### config.mk
export PLATFORM = sky130hd
export DESIGN_NAME = result_digit_serializer
export DESIGN_NICKNAME = d
export VERILOG_FILES = /design/src/rtl/calc_pkg.sv /design/src/rtl/dabble_step.sv /design/src/rtl/result_digit_serializer.sv
export SDC_FILE = /design/constraint.sdc
export NUM_CORES = 1
export LEC_CHECK = 0
export CORE_MARGIN = 10
export CORE_UTILIZATION = 56
export DETAILED_ROUTE_END_ITERATION = 7
export GPL_ROUTABILITY_DRIVEN = 0
export PLACE_DENSITY = 0.79
export SKIP_LAST_GASP = 1
export SYNTH_ARGS = -nofsm -noshare
export SYNTH_HDL_FRONTEND = slang
export SYNTH_SLANG_ARGS = --single-unit
### constraint.sdc
create_clock -name clk -period 2.65 [get_ports clk]
set_input_delay 0.53 -clock clk [delete_from_list [all_inputs] [get_ports clk]]
set_output_delay 0.53 -clock clk [all_outputs]
set_load 0.05 [all_outputs]
### src/rtl/calc_pkg.sv
// Shared calculator result-interface definitions: field positions, digit type, serializer states.
// Latency: none (types and constants only).
// Backpressure: not applicable.
package calc_pkg;

    localparam int MAG_W      = 15;   // magnitude width; bit MAG_W of the result is the sign
    localparam int NUM_DIGITS = 5;    // enough BCD digits for 2^MAG_W-1 = 32767
    localparam int SIGN_BIT   = 15;
    localparam int MAG_MSB    = 14;
    localparam int PTR_W      = 3;    // digit position pointer, covers 0..NUM_DIGITS-1
    localparam int CNT_W      = 4;    // bit counter, covers 0..MAG_W

    typedef logic [3:0] bcd_t;

    typedef enum logic [1:0] {
        IDLE,
        CONVERT,
        EMIT,
        DONE
    } ser_state_t;

endpackage

### src/rtl/dabble_step.sv
// One double-dabble iteration: add 3 to every nibble >= 5, then shift left pulling in bit_in.
// Latency: combinational.
// Backpressure: none; the caller decides when to register the result.
module dabble_step
    import calc_pkg::*;
(
    input  bcd_t [NUM_DIGITS-1:0] bcd_in,
    input  logic                  bit_in,
    output bcd_t [NUM_DIGITS-1:0] bcd_out
);

    logic [NUM_DIGITS*4-1:0] adj_flat;

    // Pre-shift correction so each nibble stays a valid decimal digit after doubling
    always_comb begin
        adj_flat = '0;
        for (int i = 0; i < NUM_DIGITS; i++) begin
            adj_flat[i*4 +: 4] = (bcd_in[i] >= 4'd5) ? (bcd_in[i] + 4'd3) : bcd_in[i];
        end
    end

    // Carry out of the top nibble is dropped: the magnitude range never needs it
    assign bcd_out = {adj_flat[NUM_DIGITS*4-2:0], bit_in};

endmodule

### src/rtl/result_digit_serializer.sv
// Captures a sign-magnitude result, converts it to BCD one bit per cycle, streams digits MSD first.
// Latency: start at edge N -> first digit_valid after edge N+MAG_W+1; one digit per accepted handshake.
// Backpressure: digit outputs hold while digit_ready is low; RESULT_LZ_SUPPRESS_EN skips leading zeros.
module result_digit_serializer
    import calc_pkg::*;
(
    input  logic             clk,
    input  logic             RST,
    input  logic             start,
    input  logic [MAG_W:0]   value_in,
    output logic             busy,
    output logic             digit_valid,
    input  logic             digit_ready,
    output logic [3:0]       digit_out,
    output logic [PTR_W-1:0] digit_idx,
    output logic             digit_last,
    output logic             neg,
    output logic             done
);

    ser_state_t              state;
    logic [MAG_W-1:0]        shift_q;
    bcd_t [NUM_DIGITS-1:0]   bcd_q;
    bcd_t [NUM_DIGITS-1:0]   bcd_step;
    logic [CNT_W-1:0]        bit_cnt;
    logic [PTR_W-1:0]        first_ptr;
    logic [PTR_W-1:0]        ptr_dn;

    dabble_step u_step (
        .bcd_in  (bcd_q),
        .bit_in  (shift_q[MAG_W-1]),
        .bcd_out (bcd_step)
    );

    // digit_idx doubles as the emit pointer; this is the next position down
    assign ptr_dn = digit_idx - PTR_W'(1);

`ifdef RESULT_LZ_SUPPRESS_EN
    // Highest nonzero nibble wins; an all-zero result falls back to the units digit
    always_comb begin
        first_ptr = '0;
        for (int i = 0; i < NUM_DIGITS; i++) begin
            if (bcd_q[i] != 4'd0) begin
                first_ptr = PTR_W'(i);
            end
        end
    end
`else
    assign first_ptr = PTR_W'(NUM_DIGITS - 1);
`endif

    // Capture, convert, emit and done sequencing with all outputs registered
    always_ff @(posedge clk or posedge RST) begin
        if (RST) begin
            state       <= IDLE;
            shift_q     <= '0;
            bcd_q       <= '0;
            bit_cnt     <= '0;
            busy        <= 1'b0;
            done        <= 1'b0;
            neg         <= 1'b0;
            digit_valid <= 1'b0;
            digit_out   <= '0;
            digit_idx   <= '0;
            digit_last  <= 1'b0;
        end else begin
            case (state)
                IDLE: begin
                    if (start) begin
                        shift_q <= value_in[MAG_MSB:0];
                        bcd_q   <= '0;
                        bit_cnt <= '0;
                        // negative zero is reported as positive
                        neg     <= value_in[SIGN_BIT] & (|value_in[MAG_MSB:0]);
                        busy    <= 1'b1;
                        state   <= CONVERT;
                    end
                end
                CONVERT: begin
                    if (bit_cnt != CNT_W'(MAG_W)) begin
                        bcd_q   <= bcd_step;
                        shift_q <= {shift_q[MAG_W-2:0], 1'b0};
                        bit_cnt <= bit_cnt + CNT_W'(1);
                    end else begin
                        // all bits consumed: present the first digit next cycle
                        digit_valid <= 1'b1;
                        digit_out   <= bcd_q[first_ptr];
                        digit_idx   <= first_ptr;
                        digit_last  <= (first_ptr == '0);
                        state       <= EMIT;
                    end
                end
                EMIT: begin
                    if (digit_ready) begin
                        if (digit_last) begin
                            digit_valid <= 1'b0;
                            digit_out   <= '0;
                            digit_idx   <= '0;
                            digit_last  <= 1'b0;
                            busy        <= 1'b0;
                            done        <= 1'b1;
                            state       <= DONE;
                        end else begin
                            digit_out   <= bcd_q[ptr_dn];
                            digit_idx   <= ptr_dn;
                            digit_last  <= (ptr_dn == '0);
                        end
                    end
                end
                DONE: begin
                    done  <= 1'b0;
                    state <= IDLE;
                end
                default: state <= IDLE;
            endcase
        end
    end

endmodule

==> results of run 1 <==
cells in the final DEF, fill, tap and decap left out, types with 2 or more instances in the layout:
cell and count:
a211o_1 2, a211oi_1 2, a21oi_1 13, a222oi_1 13, a22o_1 2, a32o_1 5, a32oi_1 4, buf_4 9
clkbuf_8 6, clkdlybuf4s50_1 31, dfrtp_1 53, ha_1 17, inv_1 29, mux2_2 6, mux2i_1 3, mux4_2 4
nand2_1 16, nand2b_1 6, nand3_1 20, nand3b_1 2, nand4_1 3, nor2_1 7, nor3_1 2, nor3b_1 3
nor4_1 3, o21ai_0 27, o31ai_1 7, xnor2_1 6, xor2_1 2
final cells by class:
type                    count  area, um^2
flip-flops and latches     53        1326
well taps                  70       87.58
clock inverters             1       30.03
repair buffers             40       377.9
clock buffers               7       86.33
inverters                  30       112.6
fillers                   408        1644
multi-input cells         184        1378
where the power goes:
part	internal, mW	switching (mW)
combinational	0.790	1.17
sequential	1.10	0.267
clock	0.308	0.256
kinds of logic after synthesis:
family,count (synthesis),synth area share [%]
compound gates,79,19.24
flops,53,46.05
xor+xnor,8,2.433
fa+ha+maj,17,7.385
mux,13,6.516
buf+inv,43,6.299
simple gates,67,12.08
state kept, by name (all words and copies together) (netlist names):
| name | count |
|---|---|
| state | 2 |
| digit_last | 1 |
| neg | 1 |
| digit_idx | 3 |
| bit_cnt | 4 |
| busy | 1 |
| digit_out | 4 |
| done | 1 |
| bcd_q | 20 |
| shift_q | 15 |
| digit_valid | 1 |
worst min-delay path by stage:
stage	start	endpoint	depth (start not counted)
after global routing	shift_q[0]	shift_q[1]	2
after global placement	shift_q[0]	shift_q[1]	2
after detailed placement	shift_q[0]	shift_q[1]	2
final	shift_q[0]	shift_q[1]	2
after CTS	shift_q[0]	shift_q[1]	2
after floorplan	shift_q[0]	shift_q[1]	2
metrics by stage:
stage                     std cells  setup slack (ps)  hold slack, ps  total power [mW]
after floorplan                 280             418.8           438.4             2.801
after global placement          377             420.5           447.7             3.253
after detailed placement        377             339.0           463.3             3.335
after CTS                       385             343.8           478.4             3.906
after global routing            385             272.1           502.2             4.205
final                           385             367.4           476.2             3.890
synth_stat cells (7+ instances only):
| library cell | count | area [um^2] |
|---|---|---|
| o31ai_1 | 7 | 52.55 |
| inv_1 | 30 | 112.6 |
| buf_2 | 7 | 35.03 |
| o21ai_0 | 27 | 135.1 |
| nor2_1 | 7 | 26.28 |
| ha_1 | 17 | 212.7 |
| a222oi_1 | 13 | 130.1 |
| nand2_1 | 16 | 60.06 |
| nand3_1 | 20 | 100.1 |
| a21oi_1 | 13 | 65.06 |
| dfrtp_1 | 53 | 1326 |
per-layer routing:
metal / GRT usage (%) / share of wire (%) / vias up
li1: - / - / 1097
met1: 19.00 / 42 / 1143
met2: 26.48 / 51 / 55
met3: 3.260 / 5.8 / 5
met4: 3.728 / 0.96 / 0
met5: 0 / 0 / -
==> impl_results.md, run 1 <==
- Initial Util: 57.12%
- Vias: 2300
- Highest clock rate: 438.1 MHz
- Die Width: 91.72 um
- Core Region: 5042 um^2
- Tot GR Track Use: 15.30%
- Setup crit start kind: register
- Initial DRC count: 249
- Sequential area share after synthesis: 46.05%
- Synth Net Count: 317
- Max clock buf depth: 2
- Status: finished clean
- Syn_area_per_cell: 10.29 um^2
- Synth async-reset ratio: 100.0%
- RR Endpoint: bcd_q[11]
- Max FO, Critical Path: 8
- EDFF count, synth: 0
- H-tree Lvls: 2
- RSZ-0062 raised after global routing: no
- Reg2reg start: state[1]
- Row cnt: 26
- Worst-Skew Late Latency: 300 ps
- Die height: 91.72 um
- Worst slew margin relative to its limit: 63.49%
- DR DRC count: 0
- Critical Path Source: digit_idx[0]
- Placed Area: 3282 um^2
- TritonRoute pass-1 iters: 7
- Final Core Density: 67.39%
- Final hold vios: 0
- Flops & latches, synth: 53
- Post-Synthesis Cells: 280
- Post-route clock period utilization: 86.13%
- Clock skew: 8.671 ps
- Area growth syn-to-layout: 17.98%
- GRT overflow: 0
- Worst Max-Slew Pin Slew: 547.7 ps
- Reg clk slew, reported paths: 90 ps
- Cells along the critical path: clkdlybuf4s50_1
- Worst setup endpoint: digit_idx[0]
- CTS tree: built
- N_diodes: 0
- R2R setup slack: 510 ps
- Final wirelength: 6.146 mm
- CP delay by family, top: buffers and inverters
- Max-slew violations: 0
- CP peak stage delay: 880 ps
- Setup repair bufs after CTS: 0
- TritonCTS buffer count: 5
- Most used flip-flop cell after synthesis: dfrtp_1
- Max-cap violations: 0
- DP HPWL: 4.535 mm
- Die Area: 8412 um^2
- Final #Nets: 351
- Post-DRT Antenna Nets: 0
- Slowest-stage cell, CP: clkdlybuf4s50_1
- Global-route wire length before repair: 10.99 mm
- Endpoints failing setup: 0
- IO Count: 32
- Post-CTS sizing: 0
- CTS root buffer: clkbuf_8
- Largest net degree at the start of global routing: 37
- Pwr/cell area: 1145 nW/um^2
- Post-route cell area: 3398 um^2
- Worst R2R Path Depth: 7
- Tmin final: 2283 ps
- Yosys cell types: 38
- DR vias/cell: 5.974
- Critical path depth: 1
- Critical path type: register to output pin
- DR WL/cell: 15.96 um
- Hold Crit Class: register to register
- Data arrival, critical path: 1750 ps
- Setup crit end kind: output pin
- Lkg Pwr: 1.507 nW
- PortBufs: 31
- Peak VDD IR: 0.5478 mV
- Share of cells above drive strength 1: 9.841%
- Initial antenna violation count: 0
- Critical Path RT: 2120 ps
- CTS sink cnt: 53
- Warnings, synthesis: 0
- Setup_tns: 0 ps
- Mapped Area: 2880 um^2
- Number of global-route vias before repair: 2359
- Hold Buf Count CTS: 0
- Buf/Inv on CP: 1
(Power assumes the default switching activity.)
==> run 2, diff against run 1 <==
--- a/config.mk
+++ b/config.mk
@@ -6,11 +6,11 @@
 export NUM_CORES = 1
 export LEC_CHECK = 0
 export CORE_MARGIN = 10
-export CORE_UTILIZATION = 56
+export CORE_UTILIZATION = 57
 export DETAILED_ROUTE_END_ITERATION = 7
 export GPL_ROUTABILITY_DRIVEN = 0
-export PLACE_DENSITY = 0.79
-export SKIP_LAST_GASP = 1
+export PLACE_DENSITY = 0.8
 export SYNTH_ARGS = -nofsm -noshare
 export SYNTH_HDL_FRONTEND = slang
+export SYNTH_HIERARCHICAL = 1
 export SYNTH_SLANG_ARGS = --single-unit
==> impl_results.md, run 2 <==
- IO Count: 32 (unchanged)
- GRT overflow: 0 (unchanged)
- Post-Synthesis Cells: 341 (was 280)
- Status: finished clean (unchanged)
- Hold Crit Class: register to register (unchanged)
- DR vias/cell: 5.439 (was 5.974)
- Global-route wire length before repair: 10.99 mm (unchanged)
- Largest net degree at the start of global routing: 44 (was 37)
- CTS tree: built (unchanged)
- Warnings, synthesis: 6 (was 0)
- Post-route cell area: 3556 um^2 (was 3398 um^2)
- DR DRC count: 0 (unchanged)
- Reg clk slew, reported paths: 100 ps (was 90 ps)
- Tot GR Track Use: 15.09% (was 15.30%)
- Synth async-reset ratio: 100.0% (unchanged)
- Most frequent cell after synthesis: nand2_1 (was dfrtp_1)
- Number of global-route vias before repair: 2490 (was 2359)
- Most frequent cells in the layout: nand2_1, dfrtp_1, o21ai_0 (was dfrtp_1, clkdlybuf4s50_1, inv_1)
- Hold Slack: 493.2 ps (was 476.2 ps)
- Row cnt: 26 (unchanged)
- Pwr/cell area: 993.8 nW/um^2 (was 1145 nW/um^2)
- PortBufs: 31 (unchanged)
- Yosys cell types: 32 (was 38)
- Most common cell after layout, fill and taps aside: nand2_1 (was dfrtp_1)
- Core Region: 5140 um^2 (was 5042 um^2)
- Synth Net Count: 379 (was 317)
- RSZ-0062 raised after global routing: no (unchanged)
- TritonRoute pass-1 iters: 4 (was 7)
- Initial DRC count: 151 (was 249)
- Final Core Density: 69.18% (was 67.39%)
- Sequential area share after synthesis: 43.57% (was 46.05%)
- CTS root buffer: clkbuf_8 (unchanged)
- Tmin final: 2193 ps (was 2283 ps)
- Critical path type: register to output pin (unchanged)
- Post-DRT Antenna Nets: 0 (unchanged)
- EDFF count, synth: 0 (unchanged)
- Hold Buf Count CTS: 0 (unchanged)
- Biggest registers after layout: bcd_q (20), shift_q (15) (unchanged)
- Endpoints failing setup: 0 (unchanged)
- TritonCTS buffer count: 5 (unchanged)
- Setup_tns: 0 ps (unchanged)
- Initial Util: 59.23% (was 57.12%)
- Initial antenna violation count: 0 (unchanged)
- Area growth syn-to-layout: 16.81% (was 17.98%)
- Inst Count DP: 432 (was 377)
- Most used flip-flop cell after synthesis: dfrtp_1 (unchanged)
- Placed Area: 3422 um^2 (was 3282 um^2)
- Max-slew violations: 0 (unchanged)
- Data arrival, critical path: 1660 ps (was 1750 ps)
- Met2 WL: 2.961 mm (was 3.143 mm)
- Max-cap violations: 0 (unchanged)
- DRT met1 WL: 2.772 mm (was 2.584 mm)
- Top post-synthesis cells by count: nand2_1, dfrtp_1, o21ai_0 (was dfrtp_1, inv_1, o21ai_0)
- Worst slew margin relative to its limit: 56.28% (was 63.49%)
- Final wirelength: 6.080 mm (was 6.146 mm)
- Flops & latches, synth: 53 (unchanged)
- Ranking of synthesized cells by area: dfrtp_1, nand2_1, o21ai_0 (was dfrtp_1, ha_1, o21ai_0)
- Die height: 93.08 um (was 91.72 um)
- Clock skew: 6.455 ps (was 8.671 ps)
- Setup crit end kind: output pin (unchanged)
- Final hold vios: 0 (unchanged)
- Max Used Layer: met4 (unchanged)
- CTS sink cnt: 53 (unchanged)
- H-tree Lvls: 2 (unchanged)
- Worst Max-Slew Pin Slew: 647.3 ps (was 547.7 ps)
- N_diodes: 0 (unchanged)
- Setup crit start kind: register (unchanged)
- Syn_area_per_cell: 8.927 um^2 (was 10.29 um^2)
- Vias: 2393 (was 2300)
- Lkg Pwr: 1.538 nW (was 1.507 nW)
- Worst-Skew Late Latency: 310 ps (was 300 ps)
- Die Area: 8664 um^2 (was 8412 um^2)
- Fin cells: 440 (was 385)
- Mapped Area: 3044 um^2 (was 2880 um^2)
- Final #Nets: 407 (was 351)
- Post-route clock period utilization: 82.74% (was 86.13%)
- Largest register by flop count: bcd_q (unchanged)
- DR WL/cell: 13.82 um (was 15.96 um)
- Share of cells above drive strength 1: 7.027% (was 9.841%)
- Die Width: 93.08 um (was 91.72 um)
- Setup repair bufs after CTS: 0 (unchanged)
- Max reg flops: 20 (unchanged)
- Peak VDD IR: 0.5638 mV (was 0.5478 mV)
- Max clock buf depth: 2 (unchanged)
- Critical Path RT: 2120 ps (about the same)
- DP HPWL: 4.403 mm (was 4.535 mm)
- Highest clock rate: 456.1 MHz (was 438.1 MHz)
- WL met3: 270 um (was 359 um)
- Synth top area share: 43.57% (was 46.05%)
- Largest area contributor in the netlist: dfrtp_1 (unchanged)
- Max FO, Critical Path: 6 (was 8)
- Post-CTS sizing: 0 (unchanged)
## run 2: worst max-delay path, cell delays in order (launching register included)
cell and delay (ps):
dfrtp_1 360, buf_4 170, clkdlybuf4s50_1 820
## run 2: per-stage QoR
step           worst slack, ps  power (mW)
3_5_place_dp             509.8       2.913
6_report                 457.3       3.534
5_1_grt                  390.2       3.815
4_1_cts                  437.4       3.563
3_3_place_gp             529.6       2.842
2_1_floorplan            395.1       2.488
## run 2: area by class of cell
class / count / area [um^2]
fill: 440 / 1584
multi-input combinational: 253 / 1569
sequential: 53 / 1326
timing repair buffer: 37 / 367.9
tap: 70 / 87.58
inverter: 19 / 71.32
clock buffer: 5 / 68.82
clock inverter: 3 / 65.06
## run 2: metal layers
layer,global-route usage [%],vias to the layer above
met5,0,-
li1,-,1213
met4,4.242,0
met3,4.157,8
met1,17.56,1132
met2,26.52,40
## run 2: power breakdown
part	internal, mW	switching (mW)
clock network	0.375	0.269
registers	1.04	0.147
logic	0.592	1.11
total	2.01	1.52
## run 2: final timing paths
path	from	endpoint	slack (ps)	cells after the start
max	digit_idx[0]	digit_idx[0]	460	2
min	shift_q[8]	shift_q[8]	490	2
max reg2reg	state[1]	bit_cnt[2]	580	7
min reg2reg	shift_q[8]	shift_q[8]	490	2
max in group asynchronous	RST	neg	1560	3
min in group asynchronous	RST	digit_idx[1]	560	2
## run 2: cells by family after synthesis
kind of cell	after synthesis	synth area share, %
buffers and inverters	35	4.973
and+or+nand+nor	125	17.63
DFF	53	43.57
AOI/OAI and AO/OA	79	14.84
xor gates and xnor gates	6	1.726
muxes	25	9.864
adders and majority gates	18	7.398
==> run 3, diff against run 2 <==
--- a/config.mk
+++ b/config.mk
@@ -6,10 +6,10 @@
 export NUM_CORES = 1
 export LEC_CHECK = 0
 export CORE_MARGIN = 10
-export CORE_UTILIZATION = 57
+export CORE_UTILIZATION = 51
 export DETAILED_ROUTE_END_ITERATION = 7
 export GPL_ROUTABILITY_DRIVEN = 0
-export PLACE_DENSITY = 0.8
+export PLACE_DENSITY = 0.76
 export SYNTH_ARGS = -nofsm -noshare
 export SYNTH_HDL_FRONTEND = slang
 export SYNTH_HIERARCHICAL = 1
==> constraint.sdc (replaced) <==
create_clock -name clk -period 2 [get_ports clk]
set_input_delay 0.4 -clock clk [delete_from_list [all_inputs] [get_ports clk]]
set_output_delay 0.4 -clock clk [all_outputs]
set_load 0.05 [all_outputs]
==> impl_results.md, run 3 (synthesized netlist as in run 2, its figures left out) <==
- Cells along the critical path: clkdlybuf4s50_1 (was buf_4 > clkdlybuf4s50_1)
- Critical path depth: 1 (was 2)
- Setup crit start kind: register (unchanged)
- CTS root buffer: clkbuf_8 (unchanged)
- Pre-CTS setup slack: 48.28 ps (was 509.8 ps)
- Buf/Inv on CP: 1 (was 2)
- Data arrival, critical path: 1520 ps (was 1660 ps)
- CP peak stage delay: 820 ps (about the same)
- H-tree Lvls: 2 (unchanged)
- TritonCTS buffer count: 5 (unchanged)
- Row cnt: 28 (was 26)
- DP HPWL: 4.449 mm (was 4.403 mm)
- CTS sink cnt: 53 (unchanged)
- Max reg flops: 20 (unchanged)
- Worst-Skew Late Latency: 310 ps (about the same)
- Multi-input gate area: 1592 um^2 (was 1569 um^2)
- Peak VDD IR: 0.8409 mV (was 0.5638 mV)
- DR WL/cell: 13.41 um (was 13.82 um)
- Worst slew margin relative to its limit: 66.05% (was 56.28%)
- Reg clk slew, reported paths: 100 ps (about the same)
- Initial Util: 52.03% (was 59.23%)
- CTS tree: built (unchanged)
- Tmin final: 1916 ps
- Worst Max-Slew Pin Slew: 508.4 ps (was 647.3 ps)
- Die Width: 97.26 um (was 93.08 um)
- Final #Nets: 412 (was 407)
- GRT overflow: 0 (unchanged)
- Most frequent cells in the layout: nand2_1, dfrtp_1, o21ai_0 (unchanged)
- Final Power: 4.607 mW (was 3.534 mW)
- Vias: 2402 (was 2393)
- Max FO, Critical Path: 3 (was 6)
- Tot GR Track Use: 12.93% (was 15.09%)
- PortBufs: 31 (unchanged)
- Initial antenna violation count: 0 (unchanged)
- CP delay by family, top: buffers and inverters (unchanged)
- Hold Crit Class: primary input to async pin (was register to register)
- Share of cells above drive strength 1: 9.867% (was 7.027%)
- Max Used Layer: met4 (unchanged)
- Post-DRT Antenna Nets: 0 (unchanged)
- Critical Path RT: 1600 ps (was 2120 ps)
- Core Region: 5851 um^2 (was 5140 um^2)
- Status: finished clean (unchanged)
- Setup crit end kind: output pin (unchanged)
- Initial DRC count: 103 (was 151)
- R2R setup slack: 130 ps (was 580 ps)
- Largest net degree at the start of global routing: 54 (was 44)
- Largest register by flop count: bcd_q (unchanged)
- Final hold vios: 0 (unchanged)
- Pwr/cell area: 1281 nW/um^2 (was 993.8 nW/um^2)
- Lkg Pwr: 1.552 nW (was 1.538 nW)
- Die Area: 9460 um^2 (was 8664 um^2)
- Highest clock rate: 522.0 MHz
- Fill cells: 490 (was 440)
- N_diodes: 0 (unchanged)
- Placed Area: 3488 um^2 (was 3422 um^2)
- Met2 WL: 3.005 mm (was 2.961 mm)
- WL met3: 245 um (was 270 um)
- Worst R2R Path Depth: 6 (was 7)
- Global-route wire length before repair: 10.63 mm (was 10.99 mm)
- Post-route clock period utilization: 95.79%
- Clock skew: 11.64 ps (was 6.455 ps)
- Biggest registers after layout: bcd_q (20), shift_q (15) (unchanged)
- Final wirelength: 6.035 mm (was 6.080 mm)
- DR DRC count: 0 (unchanged)
- TritonRoute pass-1 iters: 4 (unchanged)
- Critical path type: register to output pin (unchanged)
- Number of global-route vias before repair: 2407 (was 2490)
- Max-cap violations: 0 (unchanged)
- Die height: 97.26 um (was 93.08 um)
- Hold Buf Count CTS: 0 (unchanged)
- Max clock buf depth: 2 (unchanged)
- Max-slew violations: 0 (unchanged)
- DRT met1 WL: 2.687 mm (was 2.772 mm)
- IO Count: 32 (unchanged)
- RSZ-0062 raised after global routing: no (unchanged)
- Endpoints failing setup: 0 (unchanged)
- Final Core Density: 61.44% (was 69.18%)
- DR vias/cell: 5.338 (was 5.439)
- Area growth syn-to-layout: 18.08% (was 16.81%)
- Slowest-stage cell, CP: clkdlybuf4s50_1 (unchanged)
- Post-route setup slack: 84.26 ps (was 457.3 ps)
- Most common cell after layout, fill and taps aside: nand2_1 (unchanged)
- Setup_tns: 0 ps (unchanged)
- FF+latch area: 1329 um^2 (was 1326 um^2)
- Post-route cell area: 3595 um^2 (was 3556 um^2)
[run 3: cell count changes in the layout (fill, tap and decap cells not counted), sizes merged]
cell / before / now
buf: 6 / 13
bufinv: 2 / 0
clkbuf: 5 / 6
clkdlybuf4s50: 31 / 28
dlymetal6s2s: 0 / 1
inv: 19 / 20
[run 3: worst paths after layout]
check	start	endpoint
worst max register to register	state[1]	shift_q[0]
worst min-delay path	RST	done
min in group clk	neg	neg
worst min register to register	neg	neg
max in group asynchronous	RST	digit_idx[0]
worst max-delay path	busy	busy
[run 3: layer usage]
| layer | global-route usage [%] | vias up |
|---|---|---|
| met1 | 15.09 | 1131 |
| met4 | 4.922 | 0 |
| met2 | 22.43 | 40 |
| met5 | 0 | - |
| met3 | 2.987 | 8 |
| li1 | - | 1223 |
[run 3: per-stage QoR]
stage               instances  hold slack [ps]
floorplan                 341            449.6
global placement          441            462.4
detailed placement        441            469.6
CTS                       449            451.2
global route              450            470.0
finish                    450            443.4
[run 3: repair_timing]
item	4_1_cts	5_1_grt
resized for setup	0	4
endpoints found under the setup margin	0	18
setup buffers	0	1
[run 3: area by class of cell]
| class | instances | area share, % |
|---|---|---|
| Inverter | 19 | 1.984 |
| Tap cell | 75 | 2.611 |
| Timing Repair Buffer | 42 | 11.76 |
| Clock inverter | 2 | 0.3829 |
| Sequential cell | 53 | 36.96 |
| Multi-Input combinational cell | 253 | 44.27 |
| Clock buffer | 6 | 2.019 |
[run 3: power breakdown]
group | internal, mW | switching [mW] | leakage, nW
clock | 0.251 | 0.364 | 0.0456
sequential | 1.39 | 0.189 | 0.681
combinational | 0.915 | 1.50 | 0.825
total | 2.55 | 2.06 | 1.55
[run 3: worst min-delay path, cell delays in order]
cell and delay (ps):
clkdlybuf4s50_1 410, inv_2 70, buf_12 270
